$ cat src/rtl/mod_reduce.sv
// mod_reduce: bit-serial restoring reduction of a 2*BITWIDTH-bit square (optionally doubled) modulo q.
// Latency: 2*BITWIDTH+1 SHIFT cycles after accept (DONE entered on accept edge for q=0).
// Backpressure: in_ready only in IDLE; result held in DONE until out_ready, no same-cycle rearm.
module mod_reduce #(
  parameter int BITWIDTH = 32
) (
  input  logic                    sys_clk,
  input  logic                    sys_rst_n,
  input  logic                    in_valid,
  output logic                    in_ready,
  input  logic [2*BITWIDTH-1:0]   in_value,
  input  logic [BITWIDTH-1:0]     in_mod,
  input  logic                    in_double,
  output logic                    out_valid,
  input  logic                    out_ready,
  output logic [BITWIDTH-1:0]     out_rem,
  output logic                    out_err
);

  // Dividend carries one extra bit so the doubled product fits without overflow.
  localparam int DW = 2 * BITWIDTH + 1;
  localparam int CW = $clog2(DW + 1);

  typedef enum logic [1:0] {IDLE, SHIFT, DONE} state_t;

  state_t              state_q;
  logic [DW-1:0]       d_q;
  logic [BITWIDTH-1:0] q_q;
  logic [BITWIDTH:0]   r_q;
  logic [CW-1:0]       cnt_q;
  logic [BITWIDTH-1:0] rem_q;
  logic                err_q;

  logic [BITWIDTH:0]   t_d;
  logic [BITWIDTH:0]   r_d;

  // One restoring-division step: shift in the next dividend MSB, subtract q when it fits.
  always_comb begin
    t_d = (r_q << 1) | {{BITWIDTH{1'b0}}, d_q[DW-1]};
    r_d = t_d;
    if (t_d >= {1'b0, q_q}) begin
      r_d = t_d - {1'b0, q_q};
    end
  end

  // Handshake flags decode straight from the registered state.
  always_comb begin
    in_ready  = (state_q == IDLE);
    out_valid = (state_q == DONE);
    out_rem   = rem_q;
    out_err   = err_q;
  end

  // Control FSM plus datapath registers; results only change when DONE is entered.
  always_ff @(posedge sys_clk or negedge sys_rst_n) begin
    if (!sys_rst_n) begin
      state_q <= IDLE;
      d_q     <= '0;
      q_q     <= '0;
      r_q     <= '0;
      cnt_q   <= '0;
      rem_q   <= '0;
      err_q   <= 1'b0;
    end else begin
      case (state_q)
        IDLE: begin
          if (in_valid) begin
            d_q   <= in_double ? {in_value, 1'b0} : {1'b0, in_value};
            q_q   <= in_mod;
            r_q   <= '0;
            cnt_q <= CW'(DW);
            if (in_mod == '0) begin
              state_q <= DONE;
              rem_q   <= '0;
              err_q   <= 1'b1;
            end else begin
              state_q <= SHIFT;
            end
          end
        end
        SHIFT: begin
          r_q   <= r_d;
          d_q   <= {d_q[DW-2:0], 1'b0};
          cnt_q <= cnt_q - CW'(1);
          if (cnt_q == CW'(1)) begin
            state_q <= DONE;
            rem_q   <= r_d[BITWIDTH-1:0];
            err_q   <= 1'b0;
          end
        end
        DONE: begin
          if (out_ready) begin
            state_q <= IDLE;
          end
        end
        default: state_q <= IDLE;
      endcase
    end
  end

endmodule
$ cat config.mk
export PLATFORM = sky130hd
export DESIGN_NAME = mod_reduce
export DESIGN_NICKNAME = d
export VERILOG_FILES = /design/src/rtl/mod_reduce.sv
export SDC_FILE = /design/constraint.sdc
export NUM_CORES = 1
export LEC_CHECK = 0
export ABC_AREA = 1
export BUFFER_PORTS_ARGS = -buffer_cell sky130_fd_sc_hd__buf_2
export CORE_AREA = 5 5 140 142
export CTS_BUF_LIST = sky130_fd_sc_hd__clkbuf_8
export CTS_CLUSTER_DIAMETER = 80
export CTS_CLUSTER_SIZE = 24
export DETAILED_ROUTE_END_ITERATION = 12
export DIE_AREA = 0 0 145 147
export PLACE_DENSITY = 0.82
export SYNTH_ARGS = -nofsm -noshare
export SYNTH_HDL_FRONTEND = slang
export SYNTH_SLANG_ARGS = --single-unit
$ cat constraint.sdc
create_clock -name sys_clk -period 2.6 [get_ports sys_clk]
set_clock_uncertainty 0.1 [all_clocks]
set_input_delay 0.52 -clock sys_clk [delete_from_list [all_inputs] [get_ports sys_clk]]
set_output_delay 0.52 -clock sys_clk [all_outputs]
set_load 0.02 [all_outputs]
==> flow_summary.toml, run 1 <==
[grt]
met2_usage_pct = 45.6
grt_use_met1_pct = 36.3
grt_usage_pct = 27.2
antenna_found_initial = 1
first_global_vias = 9971
grt_overflow = 0
grt_max_degree = 102
busiest_layer = "met2"
grt_first_pass_wirelength_mm = 48.3
gr-usage-met3_pct = 6.54

[job]
cap_violations = 0

[synthesis]
yosys-top-cells-area = "dfrtp_1 39%, nand2_1 19%, inv_1 7.6%, nor2_1 4.9%, nand3_1 4.0%"
synthesis.nets = 1695
yosys_warnings = 0
synth-seq-area-share_pct = 39.3
syn_area_per_cell_um2 = 6.99
synthXorXnorAreaFrac_pct = 1.13
synth-adder-area-share_pct = 4.09
async_flop_share_pct = 100
synth-simple-area-share_pct = 35.5
synth_top_area_cell = "dfrtp_1"
synth_cells = 1559
synth_common_cells = "565 x nand2_1, 220 x inv_1, 171 x dfrtp_1, 142 x nor2_1, 88 x nand3_1"
yosysUniqueCellTypes = 43
synth_top_family_by_area = "simple AND/OR/NAND/NOR gates"
synth.top_cell.area_share_pct = 39.3
synth_most_common_cell = "nand2_1"
syn_area_mm2 = 0.0109
synth_flop_cell = "dfrtp_1"
synth_compound_area_share_pct = 8.93
synth_mux_area_share_pct = 0.184
synth_edf_count = 0
ys_ff_latch = 171

[timing]
slew_headroom_pct = 41.3
hold_viol_final = 0
hold_slack_ps = 142
tightestPinTransition_ps = 880
fmax_mhz = 404
drv_slew = 0
fin_crit_sh_pct = 95.1
rsz0062_at_grt = "no"
finalSetupViolations = 0
setup_tns_ps = 0
finalWorstSetupSlack_ps = 127
post-route-min-period_ps = 2470

[route]
totalWireLength_mm = 29.1
drt_iter0_markers = 819
viasPerCell = 5.43
dr.pass1.iters = 5
detail-route-antenna-nets = 0
post-route-drc-count = 0
vias = 10413
wl_per_cell_um = 15.2

[power]
power_mw = 18.6
irDropWorstVdd_uv = 921
power_density_mw_per_mm2 = 1520
leakage_nw = 6.72

[clocking]
post_cts_buffers = 0
clock-sinks = 171
root_buffer = "clkbuf_8"
numCtsBuffers = 17
cts_tree = "done"
clk_pin_slew_ps = 100
cts_buffer_depth = 2
htree_levels = 4
clk_latency_ps = 470

[layout]
layout-drive-gt1-share_pct = 14.3
finalNonFillerCells = 1917
area_growth_pct = 11.9
final_util_pct = 66.5
layout.nets = 1806
diodes = 0
finish.instance_area_mm2 = 0.0122
n_fill_cell = 1648

[floorplan]
num_rows = 50
top_level_ports = 136
die_y_um = 147
die_width_um = 145
core_region_area_mm2 = 0.0183
start_util_pct = 59.4
die-area_mm2 = 0.0213

[place]
place_congestion = 0.992
dp_slack_ps = 49.8
post_dp_cell_area_mm2 = 0.0118
dp_cells = 1884
port_buffers = 135
dp_hpwl_mm = 21.9

[setup_path]
critPathKind = "reg -> reg"
cp.arrival_ps = 2730
path_max_fanout = 4
worst_setup_path_start_kind = "flip-flop"
cp.required_ps = 2860
endpoint_kind = "flip-flop"

[run_status]
status = "completed"

[min_path]
min-delay-path-class = "in -> reg"
registers in the layout (all words and copies together), names as in the netlist:
name and count:
cnt_q 7, d_q 65, out_err 1, out_rem 32, q_q 32, r_q 32
state_q 2
repair_timing:
action                                 CTS  global route
gates resized for setup                  0             6
setup endpoints to repair                0            45
hold buffers                             1             0
endpoints found under the hold margin   41             0
report_power, final:
part | internal, mW | switching [mW] | total, mW
clock network | 0.745 | 1.13 | 1.88
logic | 4.08 | 7.87 | 11.9
registers | 3.94 | 0.815 | 4.75
total | 8.76 | 9.81 | 18.6
worst max-delay path: stages, from the launching register on:
cell and delay [ps]:
dfrtp_1 420, ha_1 220, fa_1 400, inv_1 140
nand3_1 90, nand3_1 200, nand2_1 100, nand2_1 130
nand2_1 110, nand3_1 90, nand2_1 50, nand2_1 100
nand2_2 70, nand3_1 80, o21ai_1 80
cell usage in the layout, fill, tap and decap left out, types with 4 or more instances in the layout:
cell type  count
nand2_1      564
inv_1        220
dfrtp_1      171
nor2_1       142
buf_2        134
nand3_1       88
o311ai_0      49
o21ai_0       42
nand4_1       37
ha_1          32
nand3b_1      23
a21oi_1       22
clkbuf_8      18
nand2_2       14
xnor2_1       13
o211ai_1      13
buf_4         13
nor2_2        10
nand3_2        7
inv_2          5
inv_6          5
buf_12         5
o21ai_2        4
and2_1         4
o21ai_1        4
clkinv_4       4
clkinv_8       4
layout make-up:
| cell class | instances | area (µm²) | area share (%) |
|---|---|---|---|
| Tap cell | 234 | 293 | 2.40 |
| Clock inverter | 14 | 155 | 1.27 |
| Timing Repair Buffer | 157 | 927 | 7.60 |
| Inverter | 226 | 851 | 6.98 |
| Clock buffer | 18 | 248 | 2.03 |
| Sequential cell | 171 | 4280 | 35.1 |
| Multi-Input combinational cell | 1097 | 5440 | 44.6 |
routing by layer:
layer / vias to the layer above / share of wire (%)
li1: 5170 / -
met1: 4879 / 44
met2: 327 / 47
met3: 35 / 7.8
met4: 2 / 1.2
met5: - / 0.038
path summary, 6_finish.rpt:
check                           start          to  slack, ps  cells after the start
hold reg to reg            out_rem[8]  out_rem[8]        380                      2
setup reg to reg               q_q[0]     r_q[24]        130                     14
max in group asynchronous   sys_rst_n     d_q[28]       1300                      3
min in group asynchronous   sys_rst_n     q_q[24]        470                      2
hold / removal              out_ready  state_q[1]        140                      2
setup / recovery               q_q[0]     r_q[24]        130                     14
cell families after synthesis:
group           Yosys count
flops                   171
compound gates          143
fa+ha+maj                35
xor+xnor                 14
mux                       2
buf+inv                 291
simple gates            903
Power figures use the tool's default switching activity.
==> inputs of run 2 (changes only) <==
--- a/config.mk
+++ b/config.mk
@@ -6,7 +6,7 @@
 export NUM_CORES = 1
 export LEC_CHECK = 0
 export ABC_AREA = 1
-export BUFFER_PORTS_ARGS = -buffer_cell sky130_fd_sc_hd__buf_2
+export BUFFER_PORTS_ARGS = -buffer_cell sky130_fd_sc_hd__buf_4
 export CORE_AREA = 5 5 140 142
 export CTS_BUF_LIST = sky130_fd_sc_hd__clkbuf_8
 export CTS_CLUSTER_DIAMETER = 80
==> run 2 against run 1 <==
  * Register-to-register slack worse by 30 ps
  * Sequential cell count unchanged
  * Die area unchanged
  * Sequential power about the same
  * Via count down 0.52%
  * Non-clock buffer count unchanged
  * Largest cell class unchanged
  * Cell count about the same
  * Power up 1.9%
  * Worst setup slack worse by 26 ps
  * Critical path type unchanged
==> flow_summary.toml, run 2 (same netlist as run 1, synthesis figures left out) <==
[run_status]
status = "completed"

[floorplan]
top_level_ports = 136
start_util_pct = 59.4
die-area_mm2 = 0.0213
die_width_um = 145
die_y_um = 147
num_rows = 50
core_region_area_mm2 = 0.0183

[timing]
finalSetupViolations = 0
fmax_mhz = 400
post-route-min-period_ps = 2500
tightestPinTransition_ps = 1110
slew_headroom_pct = 25.9
rsz0062_at_grt = "no"
fin_crit_sh_pct = 96.1
drv_slew = 0
finalWorstSetupSlack_ps = 101
hold_viol_final = 0

[layout]
area_growth_pct = 15.3
final-seq-area_mm2 = 0.00428
layout.nets = 1807
mostFrequentLayoutCells = "564 x nand2_1, 220 x inv_1, 171 x dfrtp_1"
largest_reg_flops = 65
n_fill_cell = 1671
regMostFlops = "d_q"
layout-drive-gt1-share_pct = 14.4
diodes = 0
multi_input_area_mm2 = 0.00546
layout_commonest_cell = "nand2_1"
finalNonFillerCells = 1918

[setup_path]
worst_setup_path_start_kind = "flip-flop"
cp_top_family = "simple AND/OR/NAND/NOR gates"
cp.arrival_ps = 2740
critPathKind = "reg -> reg"
cp_common_cell = "nand2_1"
critPathBufInv = 0
cp.required_ps = 2840
path_max_fanout = 32
worstPathCellList = "ha_1, nand2_2, nor2_1, nand2_1, nor2_2, nand2_4, nand2_8, nand3_2, nand2_1, o21ai_1"
slowest_stage = "dfrtp_1"
endpoint_kind = "flip-flop"
cp_slowest_stage_delay_ps = 460

[grt]
grt_max_degree = 118
first_global_vias = 9685
antenna_found_initial = 0
grt_first_pass_wirelength_mm = 48.2
grt_overflow = 0
grt_usage_pct = 27.3

[power]
p_int_mw = 9.09
power_mw = 18.9
power_frac_comb_pct = 64.3
p_seq_share_pct = 25.2
p_sw_share_pct = 52.0
power_density_mw_per_mm2 = 1510
irDropWorstVdd_uv = 835
leakage_nw = 6.83
clkPwrFrac_pct = 10.5
p_sw_mw = 9.83

[job]
cap_violations = 0

[route]
viasPerCell = 5.40
wl_per_cell_um = 15.2
detail-route-antenna-nets = 0
drt_iter0_markers = 775
dr.pass1.iters = 5
post-route-drc-count = 0
totalWireLength_mm = 29.2
vias = 10359

[clocking]
cts_tree = "done"
root_buffer = "clkbuf_8"
cts_buffer_depth = 2
clk_pin_slew_ps = 90
htree_levels = 4
clk_latency_ps = 470
numCtsBuffers = 17
clock-sinks = 171

[place]
place_congestion = 0.992
dp_cells = 1883
dp_hpwl_mm = 21.7
dp_slack_ps = -137
port_buffers = 135

[min_path]
min-delay-path-class = "in -> reg"
## run 2: path summary, 6_finish.rpt
kind,from,endpoint,slack (ps),cells after the start
worst min-delay path,out_ready,state_q[1],140,2
worst max-delay path,r_q[18],r_q[26],100,10
worst max register to register,r_q[18],r_q[26],100,10
worst min register to register,out_err,out_err,390,2
min in group asynchronous,sys_rst_n,q_q[24],310,2
max in group asynchronous,sys_rst_n,out_rem[29],1260,3
## run 2: timing repair
action	4_1_cts	5_1_grt
resized for setup	0	5
buffers inserted	0	1
endpoints found under the hold margin	54	0
cloned	1	0
setup endpoints to repair	9	33
hold buffers	1	0
pin swaps	1	1
## run 2: worst register-to-register path, cell delays in order (launching register included)
cell and delay, ps:
dfrtp_1 460, ha_1 430, nand2_2 120, nor2_1 270
nand2_1 140, nor2_2 200, nand2_4 100, nand2_8 220
nand3_2 180, nand2_1 90, o21ai_1 80
## run 2: routing by layer
| metal | vias up | track usage (%) | share of wire (%) |
|---|---|---|---|
| met3 | 29 | 6.85 | 7.5 |
| met2 | 303 | 45.2 | 48 |
| met4 | 0 | 5.08 | 1.1 |
| li1 | 5167 | - | - |
| met1 | 4860 | 36.9 | 44 |
| met5 | - | 0 | 0 |
## run 2: power by group through the flow
stage	Clock (mW)	Combinational, mW	Sequential, mW
global route	2.13	13.7	4.90
detailed placement	0	12.0	4.77
global placement	0	11.7	4.76
finish	1.99	12.2	4.76
CTS	2.02	12.1	4.75
floorplan	0	8.95	4.70
## run 2: area by class of cell
class | instances | share of cell area, %
Multi-Input combinational cell | 1098 | 43.4
Sequential cell | 171 | 34.1
Timing Repair Buffer | 157 | 10.1
Inverter | 226 | 6.77
Tap cell | 234 | 2.33
Clock buffer | 17 | 1.86
Clock inverter | 15 | 1.48
## run 2: per-stage QoR
stage	cell area, µm²	hold slack [ps]	TNS, ps	util, %
2_1_floorplan	10900	124	0	-
4_1_cts	12500	112	0	68.4
5_1_grt	12600	106	0	68.6
3_5_place_dp	12100	227	-3840	66.0
6_report	12600	135	0	68.6
3_3_place_gp	12100	226	-1630	66.0
